### src/rtl/id_pkg.sv
// Shared decode definitions for the ID stage: opcodes, ALU op classes and
// the control bundle carried across the ID/EX boundary.
package id_pkg;

  localparam logic [6:0] OP_R      = 7'b0110011;
  localparam logic [6:0] OP_IMM    = 7'b0010011;
  localparam logic [6:0] OP_LOAD   = 7'b0000011;
  localparam logic [6:0] OP_STORE  = 7'b0100011;
  localparam logic [6:0] OP_BRANCH = 7'b1100011;

  localparam logic [1:0] ALU_ADD    = 2'b00;
  localparam logic [1:0] ALU_BRANCH = 2'b01;
  localparam logic [1:0] ALU_FUNCT  = 2'b10;

  typedef struct packed {
    logic       branch;
    logic       mem_read;
    logic       mem_to_reg;
    logic       mem_write;
    logic       alu_src;
    logic       reg_write;
    logic [1:0] alu_op;
    logic       illegal;
  } ctrl_t;

endpackage

### src/rtl/regfile_bypass.sv
// NREG x XLEN register file, one write port and two read ports; a read of the
// register being written this cycle returns the incoming data.
module regfile_bypass #(
  parameter int XLEN = 8,
  parameter int NREG = 32,
  localparam int RW  = $clog2(NREG)
) (
  input  logic            clock,
  input  logic            reset,
  input  logic            we,
  input  logic [RW-1:0]   waddr,
  input  logic [XLEN-1:0] wdata,
  input  logic [RW-1:0]   raddr1,
  input  logic [RW-1:0]   raddr2,
  output logic [XLEN-1:0] rdata1,
  output logic [XLEN-1:0] rdata2
);

  logic [NREG-1:0][XLEN-1:0] mem;
  logic                      wr_en;

  assign wr_en = we && (waddr != '0);

  always_ff @(posedge clock or posedge reset) begin
    if (reset)      mem <= '0;
    else if (wr_en) mem[waddr] <= wdata;
  end

  // x0 is hardwired; the write enable already excludes it from the bypass
  assign rdata1 = (raddr1 == '0) ? '0 : (wr_en && waddr == raddr1) ? wdata : mem[raddr1];
  assign rdata2 = (raddr2 == '0) ? '0 : (wr_en && waddr == raddr2) ? wdata : mem[raddr2];

endmodule

### src/rtl/id_stage_pipelined.sv
// RISC-V instruction decode stage: control decode, register read with
// write-back bypass, immediate generation, load-use stall and ID/EX register.
module id_stage_pipelined
  import id_pkg::*;
#(
  parameter int XLEN  = 8,
  parameter int NREG  = 32,
  parameter int IMM_W = 12,
  localparam int RW   = $clog2(NREG)
) (
  input  logic             clock,
  input  logic             reset,
  input  logic             in_valid,
  output logic             in_ready,
  input  logic [31:0]      instruction,
  input  logic             flush,
  input  logic             ex_mem_read,
  input  logic [RW-1:0]    ex_rd,
  input  logic             wb_valid,
  input  logic [RW-1:0]    wb_rd,
  input  logic [XLEN-1:0]  wb_data,
  output logic             stall,
  output logic             out_valid,
  input  logic             out_ready,
  output logic             branch,
  output logic             mem_read,
  output logic             mem_to_reg,
  output logic             mem_write,
  output logic             alu_src,
  output logic             reg_write,
  output logic [1:0]       alu_op,
  output logic             illegal,
  output logic [XLEN-1:0]  read_data1,
  output logic [XLEN-1:0]  read_data2,
  output logic [IMM_W-1:0] immediate,
  output logic [9:0]       funct,
  output logic [RW-1:0]    rd
);

  logic [6:0]      opcode;
  logic [RW-1:0]   rs1, rs2, rd_dec;
  logic [XLEN-1:0] rdata1, rdata2;
  logic [11:0]     imm12;
  logic            uses_rs2;
  logic            accept;
  ctrl_t           ctrl_dec, ctrl_q;

  assign opcode = instruction[6:0];
  assign rs1    = instruction[15 +: RW];
  assign rs2    = instruction[20 +: RW];
  assign rd_dec = instruction[7 +: RW];

  always_comb begin
    ctrl_dec = '0;
    imm12    = '0;
    uses_rs2 = 1'b0;
    unique case (opcode)
      OP_R: begin
        ctrl_dec.reg_write = 1'b1;
        ctrl_dec.alu_op    = ALU_FUNCT;
        uses_rs2           = 1'b1;
      end
      OP_IMM: begin
        ctrl_dec.alu_src   = 1'b1;
        ctrl_dec.reg_write = 1'b1;
        ctrl_dec.alu_op    = ALU_FUNCT;
        imm12              = instruction[31:20];
      end
      OP_LOAD: begin
        ctrl_dec.alu_src    = 1'b1;
        ctrl_dec.mem_read   = 1'b1;
        ctrl_dec.mem_to_reg = 1'b1;
        ctrl_dec.reg_write  = 1'b1;
        ctrl_dec.alu_op     = ALU_ADD;
        imm12               = instruction[31:20];
      end
      OP_STORE: begin
        ctrl_dec.alu_src   = 1'b1;
        ctrl_dec.mem_write = 1'b1;
        ctrl_dec.alu_op    = ALU_ADD;
        uses_rs2           = 1'b1;
        imm12              = {instruction[31:25], instruction[11:7]};
      end
      OP_BRANCH: begin
        ctrl_dec.branch = 1'b1;
        ctrl_dec.alu_op = ALU_BRANCH;
        uses_rs2        = 1'b1;
        imm12           = {instruction[31], instruction[7], instruction[30:25], instruction[11:8]};
      end
      default: ctrl_dec.illegal = 1'b1;
    endcase
  end

  // rs2 only counts toward the hazard for formats that actually read it
  assign stall    = in_valid && ex_mem_read && (ex_rd != '0) &&
                    ((ex_rd == rs1) || ((ex_rd == rs2) && uses_rs2));
  assign in_ready = (!out_valid || out_ready) && !stall;
  assign accept   = in_valid && in_ready;

  regfile_bypass #(.XLEN(XLEN), .NREG(NREG)) u_rf (
    .clock  (clock),
    .reset  (reset),
    .we     (wb_valid),
    .waddr  (wb_rd),
    .wdata  (wb_data),
    .raddr1 (rs1),
    .raddr2 (rs2),
    .rdata1 (rdata1),
    .rdata2 (rdata2)
  );

  always_ff @(posedge clock or posedge reset) begin
    if (reset) begin
      out_valid  <= 1'b0;
      ctrl_q     <= '0;
      read_data1 <= '0;
      read_data2 <= '0;
      immediate  <= '0;
      funct      <= '0;
      rd         <= '0;
    end else if (flush) begin
      out_valid <= 1'b0;
    end else if (accept) begin
      out_valid  <= 1'b1;
      ctrl_q     <= ctrl_dec;
      read_data1 <= rdata1;
      read_data2 <= rdata2;
      immediate  <= IMM_W'($signed(imm12));
      funct      <= {instruction[31:25], instruction[14:12]};
      rd         <= rd_dec;
    end else if (out_ready) begin
      out_valid <= 1'b0;
    end
  end

  assign branch     = ctrl_q.branch;
  assign mem_read   = ctrl_q.mem_read;
  assign mem_to_reg = ctrl_q.mem_to_reg;
  assign mem_write  = ctrl_q.mem_write;
  assign alu_src    = ctrl_q.alu_src;
  assign reg_write  = ctrl_q.reg_write;
  assign alu_op     = ctrl_q.alu_op;
  assign illegal    = ctrl_q.illegal;

endmodule

### config.mk
export PLATFORM = sky130hd
export DESIGN_NAME = id_stage_pipelined
export DESIGN_NICKNAME = d
export VERILOG_FILES = /design/src/rtl/id_pkg.sv /design/src/rtl/regfile_bypass.sv /design/src/rtl/id_stage_pipelined.sv
export SDC_FILE = /design/constraint.sdc
export NUM_CORES = 1
export LEC_CHECK = 0
export BUFFER_PORTS_ARGS = -buffer_cell sky130_fd_sc_hd__buf_2
export CORE_ASPECT_RATIO = 1.2
export CORE_MARGIN = 1
export CORE_UTILIZATION = 50
export DETAILED_ROUTE_END_ITERATION = 8
export GPL_TIMING_DRIVEN = 0
export PLACE_DENSITY = 0.68
export SYNTH_ARGS = -nofsm -noshare
export SYNTH_HDL_FRONTEND = slang
export SYNTH_SLANG_ARGS = --single-unit
### constraint.sdc
create_clock -name clock -period 10.7 [get_ports clock]
set_input_delay 1.07 -clock clock [delete_from_list [all_inputs] [get_ports clock]]
set_output_delay 1.07 -clock clock [all_outputs]
set_load 0.005 [all_outputs]
==> results of run 1 <==
## synth_stat cells (all sizes together) (4+ instances only)
cell type    n  area [um2]
a22oi       38       285.3
inv          4       15.01
or2         14       90.09
nor2        24       97.59
mux2i      126        1261
nor3         4       20.02
nand3       20       100.1
a31oi        4       25.02
o31ai        9       67.56
and3         4       25.02
nand2       28       105.1
o211ai       4       30.03
or3          4       25.02
clkbuf      50       187.7
o21ai       24       120.1
mux4        78        1757
a221oi      13       113.9
a32o         9       90.09
nand4        9       56.30
and2         4       25.02
xnor2       12       105.1
mux2       287        3232
a222oi       5       50.05
buf         61       370.4
dfrtp      308        7707
xor2         8       70.07
a22o        20       175.2
nand2b       4       25.02
nor2b        8       50.05
nand3b       4       30.03
## path summary, 6_finish.rpt
kind / start / end / slack [ns] / depth (start not counted)
worst max register to register: u_rf.mem[51] / read_data1[3] / 8.15 / 5
max in group asynchronous: reset / u_rf.mem[98] / 8.54 / 4
worst min register to register: u_rf.mem[6] / u_rf.mem[6] / 0.48 / 1
worst min-delay path: u_rf.mem[6] / u_rf.mem[6] / 0.48 / 1
worst max-delay path: instruction[22] / read_data2[5] / 6.85 / 9
min in group asynchronous: reset / u_rf.mem[27] / 0.61 / 2
## layer usage
| metal | share of wire, % | vias up | track usage, % |
|---|---|---|---|
| met2 | 46 | 660 | 51.21 |
| met1 | 40 | 6257 | 43.99 |
| met3 | 8.9 | 186 | 8.065 |
| met4 | 5.8 | 2 | 17.33 |
| met5 | 0.025 | - | 0 |
| li1 | - | 4903 | - |
## metrics by stage
step	utilization, %	hold slack, ns
6_report	57.96	0.4762
3_5_place_dp	54.46	0.4689
5_1_grt	57.96	0.5033
2_1_floorplan	-	0.4413
4_1_cts	57.95	0.4820
3_3_place_gp	54.27	0.4617
## state kept, by name, indices dropped and copies added, names as in the netlist
name        cells
u_rf.mem      256
immediate      12
funct          10
read_data1      8
read_data2      8
rd              5
alu_op          2
alu_src         1
branch          1
illegal         1
mem_read        1
mem_write       1
out_valid       1
reg_write       1
## area by class of cell
| type | count | area, um2 |
|---|---|---|
| clock inverter | 8 | 90.09 |
| timing repair buffer | 105 | 570.5 |
| multi-input combinational | 788 | 8247 |
| clock buffer | 51 | 1039 |
| fill | 2677 | 13600 |
| buffer | 111 | 558.0 |
| inverter | 4 | 22.52 |
| tap | 407 | 509.2 |
| antenna | 1 | 2.502 |
| sequential | 308 | 7707 |
## worst reg2reg max path, stage by stage (launching register included)
cell     delay, ns
dfrtp_1       0.39
mux4_2        0.57
mux4_2        0.49
mux2_2        0.28
mux2i_1       0.53
o31ai_1       0.13
## power breakdown
group / internal (mW) / switching (mW)
sequential: 1.38 / 0.164
combinational: 0.382 / 0.322
clock: 0.718 / 0.480
total: 2.48 / 0.966
## cell families after synthesis
logic type,after synthesis,synth area share (%)
flops,308,46.63
simple gates,139,4.565
xor+xnor,20,1.060
mux,491,37.82
compound gates,138,6.458
buf+inv,115,3.467
==> metrics.txt, run 1 <==
CTS buffer count=34; mapped cell area=roughly 17,000 um2; Tot GR Track Use=33.34%; Setup Slack @ Placement=6.449 ns; initial DRC count=1,492; Max Root-Sink Buffers=3; Worst VDD drop=around 0.11 mV; CP required=11.12 ns; Synth cell types=54; post-synthesis sequential area ratio=a little under half; failing checks=capacitance limit, slew limit; commonest cells after routing, fill and taps aside=dfrtp_1, mux2_2, buf_2; die area=33,790 um2; final hold violations=0; status=finished, violations left; total power=roughly 3.4 mW; fmax=around 260 MHz; Mapped Nets=1,268; first-pass GRT wire length=81,110 um; via count=between 10,000 and 15,000; largest net degree at the start of global routing=118; Yosys reg bits=308; Die Span Y=201.2 um; fin crit share=35.95%; DRT antenna net count=0; number of synthesized flops with an enable pin=0; post-route cell area=18,750 um2; final setup fails=0; CP dominant cell by count=clkbuf_1; Hold Path Class=reg -> reg; crit path kind=in -> reg; RSZ-0062 raised after global routing=no; Slew @ Worst Pin=1.498 ns; Core ar.=about 32,000 um2; Placed Instances=between 1,500 and 2,000; CTS Sinks=308; Root Buffer=clkbuf_16; Post-DP HPWL=37,000 um; non-filler cells in the finished layout=1,783; Critical-path top delay cell=clkbuf_1; FP Rows=72; worst path arrival time=around 4.3 ns; ys flop type=dfrtp_1; cell family with most CP delay=buffers and inverters; drt drc=0; cell area after placement=~18,000 um2; Leak=8.457 nW; gpl congestion=0.9394; max-cap violations=1; area grow syn2layout=13.42%; worst path cell trace=buf_2, clkbuf_1, nor2_1, clkbuf_1, clkbuf_1, a221oi_1, a22oi_1, nand4_1, a32o_1; number of global-route vias before repair=between 10,000 and 15,000; PD cells=between 150 and 200 nW/um2; I/O Pins=112; clock skew=0.01920 ns; setup ws final=6.854 ns; CTS tree=built; crit path max fanout=10; Layout Nets=1,409; vias per cell=6.735; 1st-pass router iterations=6; Hold Buf Count CTS=0; Post-CTS Setup Bufs=0; crit path capture type=flip-flop; Period minus WS final=3.846 ns; Port-buffer cells=103; crit-path max cell delay=0.79 ns; Worst Path Buf+Inv=4; FFs w/ async S/R, synth=100.0%; final wirelength=55,120 um; routed wire length per instance=30.92 um; Yosys Warn Count=0; Startpoint Class=input pin; CTS resizes=0; Clock transition at path regs=0.06 ns; Mean Syn Cell Area=13.65 um2; Slew Limit Fails=1; commonest non-fill, non-tap cell in the layout=dfrtp_1; clk_lat worst skew=0.54 ns; grt total ovfl=0; Initial Utilization=about half; setup_tns=0 ns; synthesized instance count=roughly 1,200; Slew HR=-0.2440%; maximum level of the CTS H-tree=2; Die W=168.0 um; initial antenna violation count=3; share of post-route cells with drive strength above 1=42.11%
(Power assumes the default switching activity.)
==> inputs of run 2 (changes only) <==
clock period = 3.75 ns   (was 10.7 ns; I/O delays follow)
==> run 2 against run 1 <==
  * The flow still finishes with violations (capacitance limit, slew limit)
  * Critical path type unchanged
  * Worst hold slack worse by 0.41 ns
  * Register-to-register slack worse by 7.0 ns
  * Total power rose to 2.9 times the previous value
  * Sequential power rose to 2.9 times the previous value
  * Highest routed layer unchanged
  * Flip-flop and latch count unchanged
  * Largest cell class unchanged
  * Count of clock-buffer cells in the layout down 2
==> metrics.txt, run 2 (same netlist as run 1, synthesis figures left out) <==
status=finished, violations left; failing checks=capacitance limit, slew limit; Period minus WS final=3.122 ns; number of flip-flops in the largest register=256 (unchanged); top flop regs=u_rf.mem: 256 flops, immediate: 12 flops, funct: 10 flops; Clock transition at path regs=0.06 ns (about the same); largest register by flop count=u_rf.mem; clock skew=0.02761 ns (+0.008414 ns); worst path cell trace=buf_2, buf_2, buf_2, mux4_2, mux4_2, mux2_2, mux2i_1, o31ai_1; WHS Path Cells=2 (+1); CTS Sinks=308 (unchanged); Max Root-Sink Buffers=3 (unchanged); commonest cells after routing, fill and taps aside=dfrtp_1, mux2_2, buf_2; Startpoint Class=input pin; non-filler cells in the finished layout=1,790 (+0.39%); RSZ-0062 raised after global routing=no; gpl congestion=0.9640 (+2.6%); Hold Buf Count CTS=1 (+1); worst reg2reg path depth=5 (unchanged); area grow syn2layout=14.15%; Root Buffer=clkbuf_16; Leak=8.505 nW (+0.57%); largest net degree at the start of global routing=44 (-63%); DRT antenna net count=0 (unchanged); PD cells=521.4 nW/um2 (+180%); clk_lat worst skew=0.54 ns (about the same); commonest non-fill, non-tap cell in the layout=dfrtp_1; number of global-route vias before repair=12,290 (+2.0%); CTS resizes=0 (unchanged); Die Span Y=201.2 um (unchanged); FP Rows=72 (unchanged); final hold violations=0 (unchanged); fin crit share=83.24%; cell family with most CP delay=multiplexers; 1st-pass router iterations=6 (unchanged); routed wire length per instance=30.89 um (about the same); Die W=168.0 um (unchanged); Layout Nets=1,417 (+0.57%); first-pass GRT wire length=81,700 um (+0.73%); maximum level of the CTS H-tree=2 (unchanged); Hold Path Class=in -> reg; share of post-route cells with drive strength above 1=42.62% (+0.51 points); Slew @ Worst Pin=1.572 ns (+0.07387 ns); max-cap violations=3 (+2); final wirelength=55,300 um (+0.31%); Placed Instances=1,729 (+0.35%); initial DRC count=1,282 (-14%); CP required=4.11 ns (-7.01 ns); Post-CTS Setup Bufs=0 (unchanged); Critical-path top delay cell=mux2i_1; crit path max fanout=10 (unchanged); fmax=320.3 MHz; final setup fails=0 (unchanged); crit path capture type=flip-flop; initial antenna violation count=1 (-2); drt drc=0 (unchanged); CTS buffer count=34 (unchanged); Initial Utilization=51.10% (unchanged); Tot GR Track Use=33.64% (+0.30 points); via count=12,050 (+0.33%); Post-DP HPWL=37,550 um (+1.5%); crit-path max cell delay=0.53 ns (-0.26 ns); Port-buffer cells=103 (unchanged); Slew HR=-5.187% (-4.9 points); Slew Limit Fails=18 (+17); Worst VDD drop=0.2698 mV (+150%); setup_tns=0 ns (unchanged); grt total ovfl=0 (unchanged); CTS tree=built; worst path arrival time=3.48 ns (-0.79 ns); CP Depth=8 (-1); Worst Path Buf+Inv=3 (-1); vias per cell=6.731 (about the same); die area=33,790 um2 (unchanged); crit path kind=in -> reg; Core ar.=32,340 um2 (unchanged); I/O Pins=112 (unchanged); CP dominant cell by count=buf_2
run 2: changes by cell type in the layout (fill, tap and decap cells not counted), moves of 2 or more:
cell / delta
buf_12: +8
clkbuf_1: -3
clkbuf_8: +3
clkinv_2: -3
buf_16: -2
clkbuf_16: -2
clkinv_4: +2
clkinvlp_4: +2
run 2: final cells by class:
class	instances	area [um2]
sequential	308	7707
tap	407	509.2
fill	2579	13480
timing repair buffer	113	693.2
inverter	4	18.77
clock buffer	49	1018
antenna	1	2.502
clock inverter	9	108.9
multi-input combinational	788	8249
buffer	111	558.0
run 2: stage by stage:
step	power, mW	setup slack, ns	hold WS (ns)	utilization (%)	area, um2
global route	10.20	0.5599	0.06627	58.33	18860
global placement	6.328	-2.585	0.4597	54.28	17560
floorplan	5.709	-0.7240	0.4413	-	16530
finish	9.837	0.6284	0.06428	58.33	18870
CTS	9.832	0.7361	0.04988	58.29	18850
detailed placement	6.418	0.1867	0.4691	54.78	17720
run 2: worst paths after layout:
check                                 from       endpoint  slack, ns
setup / recovery           instruction[17]  read_data1[3]       0.63
hold reg to reg                   funct[1]       funct[1]       0.48
min in group asynchronous            reset   u_rf.mem[27]       0.46
setup reg to reg              u_rf.mem[51]  read_data1[3]       1.20
max in group asynchronous            reset  u_rf.mem[193]       2.19
hold / removal             instruction[13]       funct[1]       0.06
run 2: metal layers:
metal	vias up	wire (um)	global-route usage [%]
met5	-	13	0
met4	2	3572	19.50
met3	197	5345	8.989
met2	664	24590	50.39
met1	6244	21770	44.14
li1	4941	-	-
run 2: report_power, final:
| group | switching, mW | internal, mW | leakage (nW) |
|---|---|---|---|
| Combinational | 0.923 | 1.10 | 3.99 |
| Clock | 1.39 | 2.03 | 0.555 |
| Sequential | 0.465 | 3.93 | 3.96 |
| Total | 2.78 | 7.06 | 8.51 |
==> inputs of run 3 (changes only) <==
clock period = 3.2 ns   (was 3.75 ns; I/O delays follow)
==> run 3 against run 2 <==
  * The flow still finishes with violations (capacitance limit, slew limit)
  * Core utilization is 0.093 points higher
  * Count of clock-buffer cells in the layout stayed put
  * Final cell count is 0.17% higher
  * Die area stayed put
  * Clock power is 17% higher
  * Largest power group unchanged
==> metrics.txt, run 3 (same netlist as run 1, synthesis figures left out) <==
fin util=58.43% (+0.093 points); Slew HR=-2.698% (+2.5 points); failing checks=capacitance limit, slew limit; Root Buffer=clkbuf_16; top flop regs=u_rf.mem: 256 flops, immediate: 12 flops, funct: 10 flops; via count=12,020 (-0.22%); DRT antenna net count=0 (unchanged); met1 Usage GRT=44.11% (about the same); Port-buffer cells=103 (unchanged); cell family with most CP delay=multiplexers; worst path arrival time=3.42 ns (-0.06 ns); crit path kind=in -> reg; final hold violations=0 (unchanged); cell area after placement=17,720 um2 (unchanged); crit-path max cell delay=0.52 ns (about the same); Slew @ Worst Pin=1.535 ns (-0.03720 ns); CTS buffer count=34 (unchanged); Worst VDD drop=0.3138 mV (+16%); CTS Sinks=308 (unchanged); crit path capture type=flip-flop; grt total ovfl=0 (unchanged); clock skew=0.02447 ns (-0.003141 ns); initial antenna violation count=1 (unchanged); Leak=8.518 nW (+0.15%); Hold Path Class=in -> reg; worst path cell trace=buf_2, buf_2, buf_2, mux4_2, mux4_2, mux2_2, mux2i_1, o31ai_1; routed wire length per instance=30.80 um (-0.29%); die area=33,790 um2 (unchanged); RSZ-0062 raised after global routing=no; GRT busiest layer=met2; PD cells=609.6 nW/um2 (+17%); Die Span Y=201.2 um (unchanged); Tot GR Track Use=33.67% (about the same); number of global-route vias before repair=12,320 (+0.19%); largest register by flop count=u_rf.mem; number of flip-flops in the largest register=256 (unchanged); Clock transition at path regs=0.06 ns (about the same); commonest cells after routing, fill and taps aside=dfrtp_1, mux2_2, buf_2; area grow syn2layout=14.33%; CP required=3.56 ns (-0.55 ns); crit path max fanout=10 (unchanged); initial DRC count=1,205 (-6.0%); final setup fails=0 (unchanged); FP Rows=72 (unchanged); vias per cell=6.704 (-0.39%); Critical-path top delay cell=mux2i_1; GR Util met3=9.048% (+0.059 points); Worst Path Buf+Inv=3 (unchanged); share of post-route cells with drive strength above 1=42.53% (-0.092 points); clk_lat worst skew=0.53 ns (about the same); 1st-pass router iterations=7 (+1); I/O Pins=112 (unchanged); final wirelength=55,230 um (-0.13%); Layout Nets=1,420 (+0.21%); post-route cell area=18,900 um2 (+0.16%); Die W=168.0 um (unchanged); drt drc=0 (unchanged); maximum level of the CTS H-tree=2 (unchanged); gpl congestion=0.9640 (unchanged); GR Layer Usage met2=50.48% (+0.089 points); Placed Instances=1,729 (unchanged); CTS tree=built; non-filler cells in the finished layout=1,793 (+0.17%); Max Root-Sink Buffers=3 (unchanged); fmax=326.4 MHz; Startpoint Class=input pin; Post-DP HPWL=37,550 um (unchanged); Period minus WS final=3.063 ns; first-pass GRT wire length=81,760 um (about the same); Core ar.=32,340 um2 (unchanged); max-cap violations=3 (unchanged); status=finished, violations left; commonest non-fill, non-tap cell in the layout=dfrtp_1; Slew Limit Fails=27 (+9); Initial Utilization=51.10% (unchanged); fin crit share=95.73%; CP dominant cell by count=buf_2; largest net degree at the start of global routing=44 (unchanged)
-- run 3: routing by layer --
layer  part of all wire, %  wire, um  vias up
met2                    45     24680      680
met1                    39     21550     6198
li1                      -         -     4938
met4                   6.5      3563        2
met3                   9.8      5410      203
met5                 0.024        13        -
-- run 3: final timing paths --
check | from | to | slack [ns] | cells after the start
worst max-delay path | instruction[17] | read_data1[3] | 0.14 | 8
worst min-delay path | instruction[12] | funct[0] | 0.02 | 2
worst max register to register | u_rf.mem[51] | read_data1[3] | 0.65 | 5
worst min register to register | funct[1] | funct[1] | 0.48 | 1
max in group asynchronous | reset | u_rf.mem[217] | 1.70 | 6
min in group asynchronous | reset | u_rf.mem[27] | 0.41 | 3
-- run 3: power by group --
part           total, mW  internal, mW  switching (mW)
Combinational       2.37          1.29            1.08
Clock               4.00          2.37            1.63
Sequential          5.15          4.60           0.544
-- run 3: cell type report --
class | instances | area, um2
Clock buffer | 49 | 1018
Timing Repair Buffer | 116 | 723.2
Tap cell | 407 | 509.2
Inverter | 4 | 18.77
Sequential cell | 308 | 7707
Buffer | 111 | 558.0
Clock inverter | 9 | 108.9
Fill cell | 2576 | 13450
Multi-Input combinational cell | 788 | 8249
Antenna cell | 1 | 2.502
-- run 3: stage by stage --
| step | setup WS (ns) | TNS, ns | power (mW) | hold WS [ns] |
|---|---|---|---|---|
| 2_1_floorplan | -1.219 | -375.44 | 6.690 | 0.4205 |
| 3_3_place_gp | -3.080 | -942.82 | 7.415 | 0.4597 |
| 3_5_place_dp | -0.3083 | -2.245 | 7.521 | 0.4297 |
| 4_1_cts | 0.2411 | 0 | 11.53 | 0.005971 |
| 5_1_grt | 0.06486 | 0 | 11.96 | 0.02686 |
| 6_report | 0.1366 | 0 | 11.52 | 0.01901 |
-- run 3: timing repair --
action                                 in CTS  in global routing
buffers inserted                            0                  0
hold buffers                                4                  0
resized for setup                           0                  0
endpoints found under the hold margin      27                  0
-- run 3: worst reg2reg max path, stage by stage, from the launching register on --
cell	delay, ns
dfrtp_1	0.39
mux4_2	0.56
mux4_2	0.50
mux2_2	0.27
mux2i_1	0.53
o31ai_1	0.11
